**src/rtl/m_mem_arbiter.sv**
```systemverilog
// Two-requester (fetch / load-store) arbiter and sequencer for one shared memory port.
// Optional IF anti-starvation guard is enabled by defining M_MEM_ARBITER_STARVE_GUARD_EN.
module m_mem_arbiter #(
    parameter int ADDR_W     = 32,
    parameter int DATA_W     = 32,
    parameter int MEM_LAT    = 1,
    parameter int STARVE_MAX = 4
) (
    input  logic              w_clk,
    input  logic              w_rst_n,
    input  logic              w_if_req,
    input  logic [ADDR_W-1:0] w_if_addr,
    output logic              w_if_gnt,
    output logic              w_if_rvalid,
    output logic [DATA_W-1:0] w_if_rdata,
    input  logic              w_d_req,
    input  logic              w_d_we,
    input  logic [ADDR_W-1:0] w_d_addr,
    input  logic [DATA_W-1:0] w_d_wdata,
    output logic              w_d_gnt,
    output logic              w_d_rvalid,
    output logic [DATA_W-1:0] w_d_rdata,
    output logic              w_m_en,
    output logic              w_m_we,
    output logic [ADDR_W-1:0] w_m_addr,
    output logic [DATA_W-1:0] w_m_wdata,
    input  logic [DATA_W-1:0] w_m_rdata
);

    if (MEM_LAT < 1 || MEM_LAT > 7 || STARVE_MAX < 1) begin : g_bad_cfg
        $error("m_mem_arbiter: MEM_LAT must be 1..7 and STARVE_MAX >= 1");
    end

    typedef enum logic [1:0] {
        S_IDLE = 2'd0,
        S_WAIT = 2'd1,
        S_RESP = 2'd2
    } state_e;

    state_e            state_q, state_d;
    logic [2:0]        cnt_q, cnt_d;
    logic              owner_q, owner_d;    // 1 = load/store port owns the read
    logic [DATA_W-1:0] rdata_q, rdata_d;

    logic arb_en;
    logic force_if;
    logic d_win;
    logic if_win;

    // Combinational outputs are gated by reset so nothing leaks while it is held.
    assign arb_en = (state_q == S_IDLE) && w_rst_n;
    assign d_win  = arb_en && w_d_req && !(force_if && w_if_req);
    assign if_win = arb_en && w_if_req && !d_win;

`ifdef M_MEM_ARBITER_STARVE_GUARD_EN
    localparam int SW = (STARVE_MAX < 1) ? 1 : $clog2(STARVE_MAX + 1);

    logic [SW-1:0] starve_q, starve_d;

    assign force_if = (starve_q == SW'(STARVE_MAX));

    always_comb begin
        starve_d = starve_q;
        if (if_win) begin
            starve_d = '0;
        end else if (d_win && w_if_req && !force_if) begin
            starve_d = starve_q + SW'(1);
        end
    end

    always_ff @(posedge w_clk or negedge w_rst_n) begin
        if (!w_rst_n) begin
            starve_q <= '0;
        end else begin
            starve_q <= starve_d;
        end
    end
`else
    assign force_if = 1'b0;
`endif

    always_comb begin
        w_if_gnt  = if_win;
        w_d_gnt   = d_win;
        w_m_en    = if_win || d_win;
        w_m_we    = d_win && w_d_we;
        w_m_addr  = '0;
        w_m_wdata = '0;
        if (d_win) begin
            w_m_addr  = w_d_addr;
            w_m_wdata = w_d_wdata;
        end else if (if_win) begin
            w_m_addr  = w_if_addr;
        end
    end

    assign w_if_rvalid = (state_q == S_RESP) && !owner_q;
    assign w_d_rvalid  = (state_q == S_RESP) && owner_q;
    assign w_if_rdata  = rdata_q;
    assign w_d_rdata   = rdata_q;

    always_comb begin
        state_d = state_q;
        cnt_d   = cnt_q;
        owner_d = owner_q;
        rdata_d = rdata_q;
        unique case (state_q)
            S_IDLE: begin
                // Stores complete in the grant cycle; only reads need the latency wait.
                if (if_win || (d_win && !w_d_we)) begin
                    owner_d = d_win;
                    cnt_d   = 3'(MEM_LAT);
                    state_d = S_WAIT;
                end
            end
            S_WAIT: begin
                if (cnt_q == 3'd1) begin
                    rdata_d = w_m_rdata;
                    state_d = S_RESP;
                end else begin
                    cnt_d = cnt_q - 3'd1;
                end
            end
            S_RESP: begin
                state_d = S_IDLE;
            end
            default: begin
                state_d = S_IDLE;
            end
        endcase
    end

    always_ff @(posedge w_clk or negedge w_rst_n) begin
        if (!w_rst_n) begin
            state_q <= S_IDLE;
            cnt_q   <= '0;
            owner_q <= 1'b0;
            rdata_q <= '0;
        end else begin
            state_q <= state_d;
            cnt_q   <= cnt_d;
            owner_q <= owner_d;
            rdata_q <= rdata_d;
        end
    end

endmodule

```
**config.mk**
```make
export PLATFORM = sky130hd
export DESIGN_NAME = m_mem_arbiter
export DESIGN_NICKNAME = d
export VERILOG_FILES = /design/src/rtl/m_mem_arbiter.sv
export SDC_FILE = /design/constraint.sdc
export NUM_CORES = 1
export LEC_CHECK = 0
export CAP_MARGIN = 10
export CELL_PAD_IN_SITES_DETAIL_PLACEMENT = 1
export CELL_PAD_IN_SITES_GLOBAL_PLACEMENT = 1
export CORE_UTILIZATION = 16
export DETAILED_ROUTE_END_ITERATION = 6
export PLACE_DENSITY_LB_ADDON = 0.1
export SETUP_SLACK_MARGIN = 0.3
export SLEW_MARGIN = 20
export SYNTH_ARGS = -nofsm -noshare
export SYNTH_HDL_FRONTEND = slang
export SYNTH_SLANG_ARGS = --single-unit
```
**constraint.sdc**
```tcl
create_clock -name w_clk -period 1.85 [get_ports w_clk]
set_clock_uncertainty 0.1 [all_clocks]
set_input_delay 0.37 -clock w_clk [delete_from_list [all_inputs] [get_ports w_clk]]
set_output_delay 0.37 -clock w_clk [all_outputs]
set_load 0.02 [all_outputs]
```
**Word level (Yosys, flattened, before mapping)**

Cells that the tools add are included.

- Logic and storage cells: 39
- Bits in registers: 38
- Output and inout port bits: 134
- Bits of input ports: 133

- Reduce and logical (&&, ||, !) cells: 19
- Multiplexer cells: 9
- Add/subtract/negate cells: 1
- Equality and inequality tests: 6

Operators with widths:

| operator | number |
|---|---|
| two-way mux 32 bit | 3 |
| logical AND 1 bit | 8 |
| two-way mux 3 bit | 2 |
| case mux 3 bit (2 select lines) | 1 |
| AND reduction 2 bit | 3 |
| two-way mux 2 bit | 2 |
| inequality test 2 bit, second input constant | 2 |
| case mux 2 bit (2 select lines) | 1 |
| == test 3 x 1 -> 1 bit, second input constant | 1 |
| zero test 1 bit | 3 |
| AND reduction 3 bit | 1 |
| subtractor 3 x 1 -> 3 bit, second input constant | 1 |
| == test 2 x 1 -> 1 bit, second input constant | 1 |
| == test 2 bit, second input constant | 1 |
| zero test 2 bit | 1 |
| logical OR 1 bit | 2 |
| inequality test 2 x 1 -> 1 bit, second input constant | 1 |
| nonzero test 2 bit | 1 |

**Depth between registers and ports, before layout**

- Depth after elaboration: 8
- Mapped depth: 7
- Gate-level depth less buffers: 5

**Worst setup path after synthesis**

No wires, ideal clock.

- Kind: register to output
- Start point: register state_q[0]
- End point: output port w_m_addr[23]
- Slack: -283 ps
- Cell stages (with the launch flop): 6
- Data arrival time: 1663 ps
- Buffers on the path: 2
- Required time: 1380 ps
- Cells stage by stage: dfrtp_1 or3b_1 buf_6 nor3b_4 buf_6 a22o_1

- Cells in the longest elaborated chain, start to end: 7
- Elaborated cells on any way between the ends: 8
- Those cells by class: mux (2); reduce/logical (6)

RTL lines:

| element | line | RTL |
|---|---|---|
| start: declaration | 40 | `state_e state_q, state_d;` |
| start signal: assignment | 140 | `state_q <= state_d;` |
| zero test 2 bit (*) | 51 | `assign arb_en = (state_q == S_IDLE) && w_rst_n;` |
| logical AND 1 bit (*) | 51 |  |
| logical AND 1 bit | 52 | `assign d_win = arb_en && w_d_req && !(force_if && w_if_req);` |
| zero test 1 bit | 53 | `assign if_win = arb_en && w_if_req && !d_win;` |
| logical AND 1 bit (*) | 53 |  |
| via w_if_gnt | 13 | `output logic w_if_gnt,` |
| two-way mux 32 bit (*) | 92 | `end else if (if_win) begin` |
| two-way mux 32 bit (*) | 89 | `if (d_win) begin` |
| end: declaration | 25 | `output logic [ADDR_W-1:0] w_m_addr,` |

The timed path passes the listed nets; every way through them passes the cells marked *.

**Final worst setup path**

- Start point: register state_q[0]
- End point: output port w_m_wdata[5]

- Cells in the longest elaborated chain, start to end: 4

RTL lines:

| element | line | RTL |
|---|---|---|
| zero test 2 bit | 51 |  |
| logical AND 1 bit | 51 |  |
| logical AND 1 bit | 52 |  |
| two-way mux 32 bit | 89 |  |
| end: declaration | 26 | `output logic [DATA_W-1:0] w_m_wdata,` |

No other way between the ends.

==> results.json <==
{
  "startpoint_type": "register",
  "start_util": 0.1661,
  "antenna_found_initial": 0,
  "vias": 2791,
  "dieArea_um2": 15060,
  "grt_max_degree": 39,
  "die_x_um": 122.7,
  "synth-seq-area-share": 0.4077,
  "yosys_register_bits": 38,
  "multi_input_area_um2": 1565,
  "ir_drop_uv": 453.6,
  "grt_usage": 0.1620,
  "first_pass_iters": 4,
  "max_freq_mhz": 416.1,
  "rsz0062_at_grt": "yes",
  "clock-root-buffer": "clkbuf_16",
  "maxSlewViolCount": 0,
  "viasPerCell": 4.147,
  "worstSkewPairLatency_ns": 0.28,
  "synth.cell_area_um2": 2332,
  "grt_pass1_wl_um": 18170,
  "cts.sinks": 38,
  "syn_avg_cell_area_um2": 11.21,
  "grt_pass1_vias": 2934,
  "drv_cap": 0,
  "p_leak_nw": 3.000,
  "coreArea_um2": 14040,
  "final.setup.worst_slack_ns": -0.5531,
  "crit_arrival_ns": 1.93,
  "finalSetupViolations": 89,
  "fin_crit_ns": 2.403,
  "final-seq-area_um2": 950.9,
  "avgRoutedWirePerCell_um": 19.32,
  "powerDensity_nw_per_um2": 739.4,
  "crit_path_end_kind": "output pin",
  "cts_max_path_buffers": 2,
  "setup_tns_ns": -34.76,
  "crit_type": "register to output pin",
  "cts_buffers": 5,
  "finalNonFillerCells": 673,
  "drt_wl_total_um": 13010,
  "dp_hpwl_um": 9254,
  "placementRows": 43,
  "ios": 267,
  "required_ns": 1.38,
  "post-route-util": 0.4633,
  "antenna_cells": 0,
  "cts_tree": "built",
  "ant_nets": 0,
  "gp_congestion": 0.7063,
  "drtIter0Drc": 61,
  "rrSetupSlack_ns": -0.04,
  "crit_path_frequent_cell": "buf_12",
  "crit_fanout": 5,
  "startpoint": "state_q[0]",
  "chipHeight_um": 122.7,
  "drc": 0,
  "relSlewSlack": 0.6573,
  "placed_cells": 624,
  "numPortBuffers": 266,
  "fin_crit_sh": 1.299,
  "drive_gt1_frac": 0.4990,
  "synth_top_area_frac": 0.4077,
  "violations": "negative setup slack",
  "h-tree-depth": 2,
  "syn_inst": 208,
  "fillers": 1496,
  "finalHoldViolCount": 0,
  "synthesis.nets": 343,
  "overflow": 0,
  "worstMarginPinSlew_ns": 0.5140,
  "clkTransAtPathRegs_ns": 0.06,
  "outcome": "complete, but fails checks",
  "area_growth_pct": 179.0,
  "hp-class": "primary input to async pin",
  "dp_slack_ns": -0.9370,
  "yosys_warnings": 0,
  "synth.area.top_cells": "dfrtp_1 41%, mux2_2 15%, a22o_1 12%",
  "fin_nets": 627,
  "critPathSlowestCell": "or3b_4",
  "synth.distinct_cells": 26,
  "r2r_start": "state_q[0]",
  "synth.largest_area_cell": "dfrtp_1",
  "cpPeakStageDelay_ns": 0.44,
  "holdWs_ns": 0.08717,
  "path_cells": "or3b_4 -> nor2_4 -> buf_12 -> buf_12 -> buf_16 -> and2_4 -> buf_6"
}
[what timing repair did]
item	CTS	global route
cloned	11	2
pin swaps	24	17
buffers inserted	25	3
hold buffers	0	0
gates resized for setup	510	10
endpoints found under the setup margin	171	108
[critical path: cells and delay by family (launching register included)]
family                 cells  cell delay (ns)
flip-flops                 1             0.37
buffers and inverters      4             0.49
AND/OR/NAND/NOR            3             0.78
[logic make-up after synthesis]
group           after synthesis  synth area share
simple gates                 47            0.1336
flops                        38            0.4077
mux                          32            0.1545
fa+ha+maj                     2           0.01073
buf+inv                      51            0.1524
compound gates               38            0.1411
[area by class of cell]
cell class / count / share of cell area
clock buffers: 6 / 0.02135
clock inverters: 2 / 0.001923
inverters: 4 / 0.002308
multi-input cells: 119 / 0.2406
flip-flops and latches: 38 / 0.1462
well taps: 180 / 0.03462
repair buffers: 324 / 0.5531
[per-layer routing]
metal	part of all wire	GRT usage	up-vias
met5	0	0	-
met4	0.010	0.03506	0
met3	0.10	0.05065	9
met2	0.50	0.2862	156
met1	0.38	0.1903	1351
li1	-	-	1275
[worst paths after layout]
path / end / cells after the start
min in group w_clk: w_d_rdata[27] / 1
setup / recovery: w_m_wdata[5] / 7
hold / removal: w_d_rdata[0] / 2
hold reg to reg: w_d_rdata[27] / 1
setup reg to reg: cnt_q[1] / 7
max in group asynchronous: w_d_rdata[23] / 2
[state kept, by name, indices dropped and copies added, names as in the netlist]
| register | cells |
|---|---|
| state_q | 2 |
| owner_q | 1 |
| cnt_q | 3 |
| w_d_rdata | 32 |
[synthesized netlist by cell type (all sizes together)]
cell type and count:
o32ai 2, dfrtp 38, clkbuf 4, or4b 1
nor2 3, a22o 32, mux2 32, nor2b 2
or3b 1, o311ai 1, nor3b 3, buf 43
inv 4, o21ai 1, and2 34, o31ai 1
ha 2, o21ba 1, or2b 1, nand3b 1
nor3 1
[placed cells by master, fill, tap and decap left out, drive strengths merged]
cell             n
o31ai            1
o32ai            2
ha               2
buf            127
and2            34
nor3             1
clkinv           1
clkdlybuf4s50  131
dfrtp           38
nor3b            3
nor2             3
or4b             1
dlygate4sd2     64
or2b             1
inv              4
clkbuf           8
nand3b           1
o21ai            1
o21ba            1
or3b             1
nor2b            2
clkinvlp         1
o311ai           1
mux2            32
a22o            32
[power breakdown]
part	switching, W	leakage, nW	total (W)	internal, W
clock network	0.000337	0.0729	0.000871	0.000533
registers	0.000177	0.447	0.00123	0.00106
logic	0.00123	2.48	0.00271	0.00147
[stage by stage]
step                total power [W]  area (µm²)
finish                     0.004811        6506
global route               0.005055        6506
CTS                        0.004849        6390
detailed placement         0.003940        5499
global placement           0.003932        5499
floorplan                  0.002783        2863
No activity file was read; power rests on OpenSTA's default activity.
